## src/rtl/upsample2_layer_pkg.sv

```systemverilog
// Shared definitions for the 2x upsampler: default channel width, FSM state
// encodings and a small elaboration-time helper.
package upsample2_layer_pkg;

  localparam int unsigned DW_DEFAULT = 8;

  typedef enum logic [1:0] {
    ST_ACCEPT = 2'd0,
    ST_DUP    = 2'd1,
    ST_REPLAY = 2'd2
  } state_t;

  // Larger of two values; keeps counter widths at least one bit.
  function automatic int unsigned max2(input int unsigned a, input int unsigned b);
    return (a > b) ? a : b;
  endfunction

endpackage

```

## src/rtl/upsample2_layer_if.sv

```systemverilog
// Pixel stream bundle for upsample2_layer.
//   in_valid/in_ready : input handshake, transfer = in_valid & in_ready
//   in_1..in_3        : channel 1..3 input pixel
//   out_valid         : output pixel qualifier (no backpressure)
//   out_1..out_3      : channel 1..3 output pixel
//   out_last          : final pixel of the output frame
// slave modport is the upsampler, master is the source/sink around it.
interface upsample2_layer_if #(
  parameter int unsigned DW = 8
) ();

  logic          in_valid;
  logic          in_ready;
  logic [DW-1:0] in_1;
  logic [DW-1:0] in_2;
  logic [DW-1:0] in_3;
  logic          out_valid;
  logic [DW-1:0] out_1;
  logic [DW-1:0] out_2;
  logic [DW-1:0] out_3;
  logic          out_last;

  modport slave (
    input  in_valid, in_1, in_2, in_3,
    output in_ready, out_valid, out_1, out_2, out_3, out_last
  );

  modport master (
    output in_valid, in_1, in_2, in_3,
    input  in_ready, out_valid, out_1, out_2, out_3, out_last
  );

endinterface

```

## src/rtl/upsample2_linebuf.sv

```systemverilog
// One input row of packed 3-channel pixels for the replayed output row.
//   clk       : write clock
//   wr_en     : store wr_data at wr_idx
//   wr_idx    : input column being accepted
//   wr_data   : packed {ch3, ch2, ch1} pixel
//   rd_idx    : replay column
//   rd_data_c : combinational read of rd_idx
// Contents are deliberately not reset; every entry is written before it is read.
module upsample2_linebuf
  import upsample2_layer_pkg::*;
#(
  parameter int unsigned IN_W   = 4,
  parameter int unsigned WORD_W = 24,
  localparam int unsigned AW    = max2(1, $clog2(IN_W))
) (
  input  logic              clk,
  input  logic              wr_en,
  input  logic [AW-1:0]     wr_idx,
  input  logic [WORD_W-1:0] wr_data,
  input  logic [AW-1:0]     rd_idx,
  output logic [WORD_W-1:0] rd_data_c
);

  logic [WORD_W-1:0] mem [IN_W];

  // Single write port driven by the accept cycle.
  always_ff @(posedge clk) begin
    if (wr_en) mem[wr_idx] <= wr_data;
  end

  assign rd_data_c = mem[rd_idx];

endmodule

```

## src/rtl/upsample2_layer.sv

```systemverilog
// 2x nearest-neighbour upsampler for 3-channel raster streams.
// Accepts an IN_W x IN_H frame over a valid/ready handshake and emits a
// 2*IN_W x 2*IN_H frame qualified by out_valid only (sink never stalls).
// Each accepted pixel is emitted twice (ACCEPT, DUP); after a full input row
// the stored row is replayed with every pixel doubled (REPLAY).
//   clk   : rising-edge clock
//   rst_n : asynchronous active-low reset
//   bus   : upsample2_layer_if slave (handshake input, pixel output)
// Build option UPSAMPLE2_ZERO_FILL_EN: the DUP copy and all REPLAY pixels are
// driven as zero (zero-insertion unpool) with identical timing.
module upsample2_layer
  import upsample2_layer_pkg::*;
#(
  parameter int unsigned IN_W = 4,
  parameter int unsigned IN_H = 4,
  parameter int unsigned DW   = DW_DEFAULT
) (
  input logic              clk,
  input logic              rst_n,
  upsample2_layer_if.slave bus
);

  localparam int unsigned CW  = max2(1, $clog2(IN_W));
  localparam int unsigned RW  = max2(1, $clog2(IN_H));
  localparam int unsigned OCW = max2(1, $clog2(2 * IN_W));
  localparam int unsigned ORW = max2(1, $clog2(2 * IN_H));
  localparam int unsigned PW  = 3 * DW;

  localparam logic [CW-1:0]  COL_LAST  = CW'(IN_W - 1);
  localparam logic [RW-1:0]  ROW_LAST  = RW'(IN_H - 1);
  localparam logic [OCW-1:0] OCOL_LAST = OCW'(2 * IN_W - 1);
  localparam logic [ORW-1:0] OROW_LAST = ORW'(2 * IN_H - 1);

  state_t         state_q, state_d;
  logic [CW-1:0]  in_col_q, in_col_d;
  logic [RW-1:0]  in_row_q, in_row_d;
  logic [OCW-1:0] rep_q, rep_d;
  logic [OCW-1:0] out_col_q, out_col_d;
  logic [ORW-1:0] out_row_q, out_row_d;
  logic           in_ready_q, in_ready_d;
  logic           out_valid_q, out_valid_d;
  logic           out_last_q, out_last_d;
  logic [PW-1:0]  out_pix_q, out_pix_d;

  logic           xfer_c;
  logic           lb_wr_c;
  logic [PW-1:0]  in_pix_c;
  logic [PW-1:0]  lb_rd_c;

  assign xfer_c   = bus.in_valid & in_ready_q;
  assign in_pix_c = {bus.in_3, bus.in_2, bus.in_1};

  upsample2_linebuf #(
    .IN_W   (IN_W),
    .WORD_W (PW)
  ) u_linebuf (
    .clk       (clk),
    .wr_en     (lb_wr_c),
    .wr_idx    (in_col_q),
    .wr_data   (in_pix_c),
    .rd_idx    (CW'(rep_q >> 1)),
    .rd_data_c (lb_rd_c)
  );

  // Next-state, counter and output decode.
  always_comb begin
    state_d     = state_q;
    in_col_d    = in_col_q;
    in_row_d    = in_row_q;
    rep_d       = rep_q;
    out_col_d   = out_col_q;
    out_row_d   = out_row_q;
    in_ready_d  = 1'b0;
    out_valid_d = 1'b0;
    out_last_d  = 1'b0;
    out_pix_d   = out_pix_q;
    lb_wr_c     = 1'b0;

    unique case (state_q)
      ST_ACCEPT: begin
        if (xfer_c) begin
          lb_wr_c     = 1'b1;
          out_pix_d   = in_pix_c;
          out_valid_d = 1'b1;
          state_d     = ST_DUP;
        end else begin
          in_ready_d  = 1'b1;
        end
      end

      ST_DUP: begin
        // Second copy of the pixel still held in the output register.
        out_valid_d = 1'b1;
`ifdef UPSAMPLE2_ZERO_FILL_EN
        out_pix_d   = '0;
`endif
        if (in_col_q == COL_LAST) begin
          rep_d   = '0;
          state_d = ST_REPLAY;
        end else begin
          in_col_d   = in_col_q + CW'(1);
          in_ready_d = 1'b1;
          state_d    = ST_ACCEPT;
        end
      end

      ST_REPLAY: begin
        // rep_q walks 0..2*IN_W-1; its upper bits index the stored row.
        out_valid_d = 1'b1;
`ifdef UPSAMPLE2_ZERO_FILL_EN
        out_pix_d   = '0;
`else
        out_pix_d   = lb_rd_c;
`endif
        if (rep_q == OCOL_LAST) begin
          rep_d      = '0;
          in_col_d   = '0;
          in_row_d   = (in_row_q == ROW_LAST) ? '0 : in_row_q + RW'(1);
          in_ready_d = 1'b1;
          state_d    = ST_ACCEPT;
        end else begin
          rep_d = rep_q + OCW'(1);
        end
      end

      default: begin
        in_ready_d = 1'b1;
        state_d    = ST_ACCEPT;
      end
    endcase

    // Output raster position of the pixel emitted at this edge.
    if (out_valid_d) begin
      out_last_d = (out_col_q == OCOL_LAST) && (out_row_q == OROW_LAST);
      if (out_col_q == OCOL_LAST) begin
        out_col_d = '0;
        out_row_d = (out_row_q == OROW_LAST) ? '0 : out_row_q + ORW'(1);
      end else begin
        out_col_d = out_col_q + OCW'(1);
      end
    end
  end

  // State, counters and registered outputs.
  always_ff @(posedge clk or negedge rst_n) begin
    if (!rst_n) begin
      state_q     <= ST_ACCEPT;
      in_col_q    <= '0;
      in_row_q    <= '0;
      rep_q       <= '0;
      out_col_q   <= '0;
      out_row_q   <= '0;
      in_ready_q  <= 1'b0;
      out_valid_q <= 1'b0;
      out_last_q  <= 1'b0;
      out_pix_q   <= '0;
    end else begin
      state_q     <= state_d;
      in_col_q    <= in_col_d;
      in_row_q    <= in_row_d;
      rep_q       <= rep_d;
      out_col_q   <= out_col_d;
      out_row_q   <= out_row_d;
      in_ready_q  <= in_ready_d;
      out_valid_q <= out_valid_d;
      out_last_q  <= out_last_d;
      out_pix_q   <= out_pix_d;
    end
  end

  // Output frame end must line up with the last input row being replayed.
  always_ff @(posedge clk) begin
    if (rst_n && out_last_d) assert (in_row_q == ROW_LAST);
  end

  assign bus.in_ready  = in_ready_q;
  assign bus.out_valid = out_valid_q;
  assign bus.out_last  = out_last_q;
  assign bus.out_1     = out_pix_q[DW-1:0];
  assign bus.out_2     = out_pix_q[2*DW-1:DW];
  assign bus.out_3     = out_pix_q[3*DW-1:2*DW];

endmodule

```

## src/flat_wrapper.sv

```systemverilog
// flat-port wrapper written by rule: the top's interface ports become plain ports
module upsample2_layer_flat import upsample2_layer_pkg::*;
#(
  parameter int unsigned IN_W = 4,
  parameter int unsigned IN_H = 4,
  parameter int unsigned DW   = DW_DEFAULT
)
  (clk, rst_n, bus_in_valid, bus_in_1, bus_in_2, bus_in_3, bus_in_ready, bus_out_valid, bus_out_1, bus_out_2, bus_out_3, bus_out_last);
  upsample2_layer_if #(.DW(DW)) bus_i ();
  input logic clk;
  input logic rst_n;
  input wire logic [$bits(bus_i.in_valid)-1:0] bus_in_valid;
  input wire logic [$bits(bus_i.in_1)-1:0] bus_in_1;
  input wire logic [$bits(bus_i.in_2)-1:0] bus_in_2;
  input wire logic [$bits(bus_i.in_3)-1:0] bus_in_3;
  output wire logic [$bits(bus_i.in_ready)-1:0] bus_in_ready;
  output wire logic [$bits(bus_i.out_valid)-1:0] bus_out_valid;
  output wire logic [$bits(bus_i.out_1)-1:0] bus_out_1;
  output wire logic [$bits(bus_i.out_2)-1:0] bus_out_2;
  output wire logic [$bits(bus_i.out_3)-1:0] bus_out_3;
  output wire logic [$bits(bus_i.out_last)-1:0] bus_out_last;
  assign bus_i.in_valid = bus_in_valid;
  assign bus_i.in_1 = bus_in_1;
  assign bus_i.in_2 = bus_in_2;
  assign bus_i.in_3 = bus_in_3;
  assign bus_in_ready = bus_i.in_ready;
  assign bus_out_valid = bus_i.out_valid;
  assign bus_out_1 = bus_i.out_1;
  assign bus_out_2 = bus_i.out_2;
  assign bus_out_3 = bus_i.out_3;
  assign bus_out_last = bus_i.out_last;
  upsample2_layer #(.IN_W(IN_W), .IN_H(IN_H), .DW(DW)) u_core (.clk(clk), .rst_n(rst_n), .bus(bus_i));
endmodule
```

## config.mk

```make
export PLATFORM = sky130hd
export DESIGN_NAME = upsample2_layer_flat
export DESIGN_NICKNAME = d
export VERILOG_FILES = /design/src/rtl/upsample2_layer_pkg.sv /design/src/rtl/upsample2_layer_if.sv /design/src/rtl/upsample2_linebuf.sv /design/src/rtl/upsample2_layer.sv /design/src/flat_wrapper.sv
export SDC_FILE = /design/constraint.sdc
export NUM_CORES = 1
export LEC_CHECK = 0
export CAP_MARGIN = 5
export CORE_MARGIN = 1
export CORE_UTILIZATION = 57
export CTS_CLUSTER_DIAMETER = 200
export DETAILED_ROUTE_END_ITERATION = 16
export PLACE_DENSITY_LB_ADDON = 0.25
export SYNTH_ARGS = -nofsm -noshare
export SYNTH_HDL_FRONTEND = slang
export SYNTH_SLANG_ARGS = --single-unit
```

## constraint.sdc

```tcl
create_clock -name clk -period 3.1 [get_ports clk]
set_input_delay 0.62 -clock clk [delete_from_list [all_inputs] [get_ports clk]]
set_output_delay 0.62 -clock clk [all_outputs]
set_load 0.02 [all_outputs]
```

* Yosys cells after proc, flatten, opt, wreduce, memory -nomap -nowiden
Memories as Yosys holds them, arrays and structs flattened.
Cells that the tools add are included.
** Storage, ports and cells
- Bits in registers :: 40
- RAM bits :: 96
- Memories kept :: 1
** Memories
- u_core.u_linebuf.mem :: words 4, width 24, rd ports 1, clocked after Yosys merged registers in 0, write ports 1, RTL line upsample2_linebuf.sv:24 : logic [WORD_W-1:0] mem [IN_W];
** Operators by class
- $add $sub $neg :: 4
- Equality and inequality tests :: 10
- Mux-type cells :: 23
- Bitwise gates (word level) :: 1
- Reduce and logical (&&, ||, !) cells :: 10
** Operator list (number)
- $pmux 24 s2 :: 1
- $mux 24 :: 1
- $mux 3 :: 4
- $add 3x1->3 const B :: 3
- $eq 3x3->1 const B :: 3
- $mux 1 :: 8
- $mux 2 :: 4
- $reduce_and 2->1 :: 4
- $ne 2x1->1 const B :: 3
- $pmux 2 s3 :: 1
- $pmux 3 s2 :: 1
- $eq 2x2->1 const B :: 2
- $pmux 2 s2 :: 1
- $reduce_bool 2->1 :: 2
- $pmux 1 s3 :: 1
- $reduce_and 3->1 :: 1
- $add 2x1->2 const B :: 1
- $eq 2x1->1 const B :: 1
- $logic_not 2->1 :: 1
- $ne 2x2->1 const B :: 1
- $pmux 1 s2 :: 1
- $reduce_or 2->1 :: 1
- $and 1x1->1 :: 1
- $logic_and 1x1->1 :: 1

* Logic depth before layout (Yosys ltp)
- Depth in word-level cells :: 5
- Gate-level depth with buffers :: 8
- Mapped depth without buffers :: 5

* By module
From an unflattened synthesis, not the netlist that was laid out.
** Second synthesis, totals
- Cell total of the unflattened synthesis :: 276
- Area, all modules :: 5660.4 um2
** Modules (own cells, without submodules)
- upsample2_linebuf :: times used 1, cells an instance 130, area each 3534.6 um2
- upsample2_layer :: times used 1, cells an instance 146, area each 2125.8 um2

* Worst setup path after synthesis
OpenSTA, ideal clock, no wires.
- Path kind :: flip-flop to flip-flop
- Start point :: register u_core.state_q[0]
- End point :: memory u_core.u_linebuf.mem[0][0], enable pin
- Library setup time :: 0.383 ns
- Arrival time :: 1.885 ns
- Required time :: 2.717 ns
- Path slack :: 0.832 ns
- Cell stages (with the launch flop) :: 7
- Path buffers :: 2
- Clock period less this slack :: 2.268 ns
- Cell sequence :: dfrtp_1 -> inv_1 -> ha_1 -> and3_1 -> buf_2 -> buf_2 -> and2_1
** Between the ends
- Cells in the longest elaborated chain, start to end :: 4
** RTL lines
- start, declared :: RTL line upsample2_layer.sv:34 : state_t state_q, state_d;
- start signal, assigned :: RTL line upsample2_layer.sv:158 : state_q <= state_d;
- $logic_not 2->1 :: RTL line upsample2_layer.sv:79 : unique case (state_q)
- $mux 1 :: RTL line upsample2_layer.sv:79
- $mux 1 :: RTL line upsample2_linebuf.sv:28 : if (wr_en) mem[wr_idx] <= wr_data;
- $mux 1 (implied by the code) :: RTL line upsample2_linebuf.sv:28
- end, declared :: RTL line upsample2_linebuf.sv:24
Every way passes these cells.

* Worst setup path in the final report
- Start point :: register u_core.out_pix_q[21]
- End point :: output port bus_out_3[5]
** RTL lines
- start, declared :: RTL line upsample2_layer.sv:43 : logic [PW-1:0] out_pix_q, out_pix_d;
- start signal, assigned :: RTL line upsample2_layer.sv:167 : out_pix_q <= out_pix_d;
- end, declared :: RTL line flat_wrapper.sv:20 : output wire logic [$bits(bus_i.out_3)-1:0] bus_out_3;
No word-level cell between the ends.

==> metrics.txt <==
Post-Synthesis Cells=308; Vias/cell=5.71; synth-to-layout area growth=22.2%; Rows=35; vias in the first global route=3091; Port Buffers=53; DIE AREA=0.0102 mm2; Worst Skew=0.00750 ns; # IOs=54; Worst IR Drop VDD=0.448 mV; Area contributors post-synth=edfxtp_1 52%, dfrtp_1 18%, mux4_2 7.7%; slowest library cell on the worst path=clkdlybuf4s50_1; CTS root buffer=clkbuf_8; FF-to-FF path depth=6; Synth Flop Type=edfxtp_1; Worst Path Arrival=1.54 ns; Synth Area per Inst=18.1 um2; Initial Util=59.6%; antenna violations before repair=0; number of nets with antenna violations after routing=0; WL final=10300 um; clk slew on worst S/H paths=0.06 ns; cts hold-fix bufs=0; RSZ-0062 raised after global routing=false; Max Fclk=462 MHz; Setup Buffers After CTS=0; CP max stage delay=0.63 ns; ys async rst share=29.4%; Util after Layout=72.9%; via count=2952; CP Launch Type=flip-flop; post-route cell area=0.00680 mm2; initial DRC count=158; status=finished, final reports clean; drt wl/cell=20.0 um; CP required=2.48 ns; slew of the pin with the lowest slew margin=0.936 ns; n_diodes=0; P per Cell Area=927 mW/mm2; synthesized flop and latch total=136; GRT Resource Usage Total=22.8%; Leak=2.40 nW; Slew headroom=37.6%; Final WS setup=0.937 ns; CP Buf/Inv Count=1; critical path class=flip-flop to output port; reg2reg start=u_core.state_q[0]; YS warnings=0; Worst Path Max Fanout=2; Synth area leader=edfxtp_1; Max Transition Viols Final=0; CTS tree=built; Clock Sinks=136; final hold vios=0; DP Worst Slack=0.727 ns; H-tree levels=4; share of the synthesized area in the top cell type=51.8%; layout net count=419; first drt pass iteration count=4; period utilization=69.8%; die width=101 um; Hold WC Path Type=primary input to asynchronous set/reset pin; worst-skew pair later-pin latency=0.52 ns; Synthesized Nets=351; post-synthesis sequential area ratio=69.8%; Post-Syn Area=0.00556 mm2; share of cells above drive strength 1=19.3%; CP top delay family=buffers and inverters; critical path capture point type=output port; routability cong.=0.734; Worst R2R End=u_core.u_linebuf.mem[3][11]; Die H=101 um; Post-CTS Resized=0; DPL Wire Length=6410 um; first-pass GRT wire length=16400 um; CP cell instances=clkdlybuf4s50_1; setup TNS=0 ns; number of synthesized flops with an enable pin=96; flop-to-flop setup slack=1.01 ns; pin count of the biggest net entering global routing=41; Setup-failing EPs final=0; CORE AREA=0.00933 mm2; DRC Markers=0; Area after DPL=0.00623 mm2; total CTS buffers=17; Longest Clk Path Bufs=2; Synth cell types=29; post-route minimum period=2.16 ns; grt ovf=0; Max Cap Viol=0
==> worst max path at each step <==
stage,from,to,slack (ns),cells past startpoint
floorplan,u_core.state_q[0],u_core.u_linebuf.mem[0][0],0.83,6
global placement,bus_in_valid,u_core.u_linebuf.mem[2][20],0.76,5
detailed placement,bus_in_valid,u_core.u_linebuf.mem[2][17],0.73,5
CTS,u_core.out_pix_q[21],bus_out_3[5],0.92,1
global route,u_core.state_q[0],u_core.u_linebuf.mem[2][7],0.86,6
finish,u_core.out_pix_q[21],bus_out_3[5],0.94,1
==> routing by layer <==
| metal | track usage [%] | share of wire, % | vias up |
|---|---|---|---|
| li1 | - | - | 1350 |
| met1 | 29.8 | 41 | 1482 |
| met2 | 37.2 | 51 | 105 |
| met4 | 8.58 | 1.6 | 0 |
| met3 | 6.10 | 6.7 | 15 |
| met5 | 0 | 0 | - |
==> logic make-up after synthesis <==
kind of cell	Yosys count	share of synthesized area, %
DFF	136	69.8
muxes	58	16.4
and+or+nand+nor	45	4.30
AOI/OAI and AO/OA	31	3.15
buffers and inverters	22	2.77
adders and majority gates	16	3.60
==> state kept, by name, summed over array words and instances, names as in the netlist <==
signal,flops
u_core.out_pix_q,24
u_core.bus.out_last,1
u_core.bus.in_ready,1
u_core.out_col_q,3
u_core.u_linebuf.mem,96
u_core.rep_q,3
u_core.state_q,2
u_core.bus.out_valid,1
u_core.in_col_q,2
u_core.out_row_q,3
==> layout by cell type, fill, tap and decap left out, types with 5 or more instances in the layout <==
cell type / netlist / final
mux2i_1: 26 / 26
edfxtp_1: 96 / 96
clkbuf_16: 0 / 16
ha_1: 16 / 15
nor3_1: 24 / 24
nor2_1: 5 / 5
mux4_1: 5 / 5
buf_4: 1 / 13
and2_1: 5 / 5
mux4_2: 19 / 19
mux2_2: 8 / 8
clkdlybuf4s50_1: 0 / 52
dfrtp_1: 40 / 40
a21oi_1: 25 / 25
==> where the power goes <==
part	switching (W)	internal [W]	leakage [nW]
clock	0.000745	0.00115	0.264
combinational	0.000984	0.000871	0.803
sequential	0.000203	0.00236	1.33
total	0.00193	0.00437	2.40
==> metrics by stage <==
stage | power [W] | std cells | hold WS [ns]
global route | 0.00660 | 517 | 0.309
finish | 0.00630 | 517 | 0.247
floorplan | 0.00375 | 308 | 0.324
detailed placement | 0.00445 | 486 | 0.503
CTS | 0.00635 | 517 | 0.265
global placement | 0.00438 | 486 | 0.493
==> cell usage after synthesis (2+ instances only) <==
| cell type | instances |
|---|---|
| inv_1 | 4 |
| nor3_1 | 24 |
| a32o_1 | 3 |
| a21oi_1 | 25 |
| mux2i_1 | 26 |
| buf_12 | 2 |
| buf_2 | 9 |
| mux4_2 | 19 |
| dfrtp_1 | 40 |
| clkbuf_1 | 2 |
| nand2_1 | 3 |
| edfxtp_1 | 96 |
| mux4_1 | 5 |
| nor2b_1 | 2 |
| and2_1 | 5 |
| buf_6 | 3 |
| nand2b_1 | 2 |
| mux2_2 | 8 |
| nor2_1 | 5 |
| ha_1 | 16 |
==> final cells by class <==
| cell class | count | area, um2 |
|---|---|---|
| clock buffer | 18 | 418 |
| clock inverter | 13 | 148 |
| fill | 584 | 2530 |
| inverter | 4 | 15.0 |
| multi-input combinational | 150 | 1530 |
| sequential | 136 | 3880 |
| tap | 129 | 161 |
| timing repair buffer | 67 | 643 |
No activity file was read; power rests on OpenSTA's default activity.
